[config.mk]
export PLATFORM = sky130hd
export DESIGN_NAME = fifo_rr_arbiter
export DESIGN_NICKNAME = d
export VERILOG_FILES = /design/src/rtl/fifo_rr_arbiter.sv
export SDC_FILE = /design/constraint.sdc
export NUM_CORES = 1
export LEC_CHECK = 0
export BUFFER_PORTS_ARGS = -buffer_cell sky130_fd_sc_hd__clkbuf_2
export CORE_MARGIN = 3
export CORE_UTILIZATION = 48
export DETAILED_ROUTE_END_ITERATION = 12
export HOLD_SLACK_MARGIN = 0.15
export PLACE_DENSITY_LB_ADDON = 0.2
export SYNTH_ARGS = -nofsm -noshare
export SYNTH_HDL_FRONTEND = slang
export SYNTH_SLANG_ARGS = --single-unit
[constraint.sdc]
create_clock -name clk_i -period 8.25 [get_ports clk_i]
set_clock_uncertainty 0.15 [all_clocks]
set_input_delay 2.0625 -clock clk_i [delete_from_list [all_inputs] [get_ports clk_i]]
set_output_delay 2.0625 -clock clk_i [all_outputs]
set_load 0.01 [all_outputs]
[src/rtl/fifo_rr_arbiter.sv]
// Round-robin arbiter feeding one registered ready/valid stage; 1-cycle accept-to-valid_o latency.
// Backpressure: stage_rdy = ~valid_o | ready_i gates the single granted ready_o bit; a stall holds everything.
module fifo_rr_arbiter #(
  parameter int width_p = 8,
  parameter int num_req_p = 4,
  localparam int id_width_p = $clog2(num_req_p)
) (
  input  logic                           clk_i,
  input  logic                           reset_i,
  input  logic [num_req_p-1:0]           valid_i,
  input  logic [num_req_p*width_p-1:0]   data_i,
  output logic [num_req_p-1:0]           ready_o,
  output logic                           valid_o,
  output logic [width_p-1:0]             data_o,
  output logic [id_width_p-1:0]          id_o,
  input  logic                           ready_i
);

  typedef logic [id_width_p-1:0] id_t;
  typedef logic [id_width_p:0]   cand_t;

  logic               valid_q, valid_d;
  logic [width_p-1:0] data_q, data_d;
  id_t                id_q, id_d;
  id_t                ptr_q, ptr_d;

  logic  stage_rdy;
  logic  gnt_found;
  id_t   gnt_idx;
  cand_t cand;
  logic  accept;

  assign stage_rdy = ~valid_q | ready_i;

  // Search from ptr upward with an explicit wrap so non-power-of-two counts work.
  always_comb begin
    gnt_found = 1'b0;
    gnt_idx   = '0;
    cand      = '0;
    for (int i = 0; i < num_req_p; i++) begin
      cand = {1'b0, ptr_q} + cand_t'(i);
      if (cand >= cand_t'(num_req_p)) begin
        cand = cand - cand_t'(num_req_p);
      end
      if (!gnt_found && valid_i[cand[id_width_p-1:0]]) begin
        gnt_found = 1'b1;
        gnt_idx   = cand[id_width_p-1:0];
      end
    end
  end

  always_comb begin
    ready_o = '0;
    if (gnt_found && !reset_i) begin
      ready_o[gnt_idx] = stage_rdy;
    end
  end

  assign accept = |(valid_i & ready_o);

  always_comb begin
    valid_d = valid_q;
    data_d  = data_q;
    id_d    = id_q;
    ptr_d   = ptr_q;
    if (accept) begin
      valid_d = 1'b1;
      data_d  = data_i[gnt_idx*width_p +: width_p];
      id_d    = gnt_idx;
      ptr_d   = (gnt_idx == id_t'(num_req_p-1)) ? '0 : gnt_idx + 1'b1;
    end else if (ready_i) begin
      valid_d = 1'b0;
    end
  end

  always_ff @(posedge clk_i or posedge reset_i) begin
    if (reset_i) begin
      valid_q <= 1'b0;
      data_q  <= '0;
      id_q    <= '0;
      ptr_q   <= '0;
    end else begin
      valid_q <= valid_d;
      data_q  <= data_d;
      id_q    <= id_d;
      ptr_q   <= ptr_d;
    end
  end

  assign valid_o = valid_q;
  assign data_o  = data_q;
  assign id_o    = id_q;

endmodule

==> flow_summary_export.csv <==
group,metric,value,unit
timing,finalMaxSlewViolations,0,
pwr,sw_frac_of_total,37.55,%
pwr,switching_power,0.1451,mW
routing,ant_nets,0,
final_layout,drive_above_1_share,51.77,%
final_layout,final_cell_mix,"clkbuf_2 (53), mux2i_1 (25), dfrtp_1 (13)",
worst_setup_path,cp_max_fo,13,
timing,hold_viol,0,
worst_setup_path,critPathMaxStageDelay,0.57,ns
logic_synthesis,syn_nets,128,
global_routing,grt_max_degree,21,
clock_tree,cts_resized,0,
routing,wl_per_cell,11.75,um
pwr,pwr-share-comb,59.3,%
clock_tree,cts_max_path_buffers,2,
placement,gp_congestion,0.7858,
global_routing,antenna_found_initial,0,
timing,rsz0062_at_grt,"false",
clock_tree,cts_tree,"yes",
worst_hold_path,hold_depth,1,
clock_tree,cts_sinks,13,
timing,setup_tns,0,ns
floorplanning,start_util,51.31,%
clock_tree,path_clk_slew,0.07,ns
global_routing,grt_pass1_wl,3125,um
final_layout,antenna_cells,0,
worst_setup_path,path_depth,7,
floorplanning,row_count,16,
worst_setup_path,critical_path_arrival,3.60,ns
timing,layout_min_cycle_time,5.810,ns
pwr,power.density,300.5,nW/um^2
global_routing,grt_pass1_vias,710,
timing,tightestPinTransition,0.8219,ns
clock_tree,post_cts_buffers,0,
logic_synthesis,yosys-top-cells-area,"dfrtp_1 (32%), mux2i_1 (24%), mux2_4 (13%), buf_12 (3.9%), buf_6 (3.3%)",
clock_tree,numCtsBuffers,3,
logic_synthesis,avgSynthCellArea,11.67,um^2
placement,numPortBuffers,53,
clock_tree,hold_buffers,0,
run,cap_violations,0,
logic_synthesis,netlist_instances,88,
timing,setup_viol,0,
routing,routed_via_density,4.970,
routing,drt_iter0_drc,5,
logic_synthesis,ys_ff_latch,13,
routing,drc,0,
clock_tree,clk_latency,0.26,ns
global_routing,grt_usage,14.92,%
floorplanning,die_w,52.26,um
timing,hold-worst-slack,0.3604,ns
timing,setup_ws,2.440,ns
clock_tree,root_buffer,"clkbuf_4",
worst_setup_path,slowest_stage,"and2_1",
pwr,total_power,0.3866,mW
pwr,seq_power_share,31.1,%
routing,finalWirelength,1974,um
worst_setup_path,setup.worst_path.end_class,"output pin",
final_layout,fill_cells,186,
routing,dr.pass1.iters,3,
logic_synthesis,netlist_area,1027,um^2
logic_synthesis,yosysWarningCount,0,
final_layout,stdcell_area,1286,um^2
floorplanning,die_height,52.26,um
timing,fmax,172.1,MHz
logic_synthesis,yosysSeqAreaShare,31.67,%
worst_setup_path,cp.required,6.04,ns
pwr,p_leak,0.7362,nW
worst_setup_path,worst-r2r-cell-count,10,
final_layout,layout.nets,182,
floorplanning,ios,54,
placement,placed_area,1260,um^2
placement,dp_worst_setup_slack,2.419,ns
worst_setup_path,cp_top_family,"simple AND/OR/NAND/NOR gates",
floorplanning,core,2002,um^2
worst_setup_path,path_cells,"clkbuf_2 -> nor2b_1 -> o21bai_1 -> and2_1 -> ha_1 -> and2_1 -> clkbuf_2",
logic_synthesis,yosysTopAreaCellShare,31.67,%
pwr,clock_power_share,9.6,%
pwr,peakVddDrop,0.1651,mV
logic_synthesis,synthDistinctLibCells,26,
final_layout,final_cells,168,
timing,period_share,70.43,%
run_status,status,"finished, final reports clean",
routing,vias,835,
worst_setup_path,critPathLaunchType,"input pin",
clock_tree,cts_max_level,1,
logic_synthesis,synth_largest_area_cell,"dfrtp_1",
global_routing,overflow,0,
final_layout,final_core_util,64.25,%
final_layout,mostFrequentLayoutCell,"clkbuf_2",
placement,dp_hpwl,1591,um
worst_hold_path,hold_class,"reg2reg",
placement,dpl.cell_count,164,
timing,max_slew_margin,45.17,%
worst_setup_path,worst-path-buf-inv,2,
worst_setup_path,path_class,"in2out",
final_layout,area_delta_synth_final,25.21,%
floorplanning,die_area,2731,um^2
pwr,p_int,0.2414,mW
-- final timing paths --
check                           start         end  slack (ns)
setup / recovery           valid_i[0]  ready_o[3]        2.44
hold / removal              data_o[5]   data_o[5]        0.36
setup reg to reg             ptr_q[1]     id_o[0]        4.93
hold reg to reg             data_o[5]   data_o[5]        0.36
max in group asynchronous     reset_i     valid_o        5.97
min in group asynchronous     reset_i   data_o[7]        1.64
-- sequential cells by signal (all words and copies together) (netlist names) --
register  cells
ptr_q         2
valid_o       1
id_o          2
data_o        8
-- power groups by stage --
stage | Clock [mW] | Combinational [mW] | Sequential (mW)
2_1_floorplan | 0 | 0.184 | 0.130
3_3_place_gp | 0 | 0.227 | 0.120
3_5_place_dp | 0 | 0.232 | 0.122
4_1_cts | 0.0390 | 0.234 | 0.121
5_1_grt | 0.0430 | 0.251 | 0.125
6_report | 0.0371 | 0.229 | 0.120
-- kinds of logic after synthesis --
| logic type | count (synthesis) | synth area share, % |
|---|---|---|
| multiplexers | 37 | 40.80 |
| AND/OR/NAND/NOR | 16 | 8.404 |
| flip-flops | 13 | 31.67 |
| AO/OA/AOI/OAI | 11 | 8.892 |
| buffers and inverters | 10 | 9.014 |
| adder cells (fa/ha/maj) | 1 | 1.218 |
-- final cells by class --
type                       count  area, um^2  area share (%)
tap                           27       33.78           2.626
sequential                    13       325.3           25.29
inverter                       5       18.77           1.459
clock buffer                   4       26.28           2.043
timing repair buffer          54       272.8           21.21
multi-input combinational     65       609.3           47.37
-- cells in the mapped netlist --
cell and instances:
ha_1 1, o21ba_2 1, o21bai_1 1, o21ai_0 2
a31oi_1 1, a221o_1 1, or3b_1 1, a21oi_1 1
inv_1 5, a21oi_2 1, buf_6 3, nor2_1 3
dfrtp_1 13, and2_1 2, a21boi_1 1, nor4_1 1
mux2_2 3, o21bai_2 1, o221ai_2 1, mux2i_1 25
nor2b_1 3, mux2_4 9, nand2b_1 2, buf_12 2
nor3_1 1, nand2_1 3
-- per-layer routing --
layer	vias up	wire, um	GRT usage, %
li1	422	-	-
met1	379	849	19.36
met2	34	958	25.10
met3	0	166	1.425
met4	0	0	6.383
met5	-	0	0
Power figures use the tool's default switching activity.
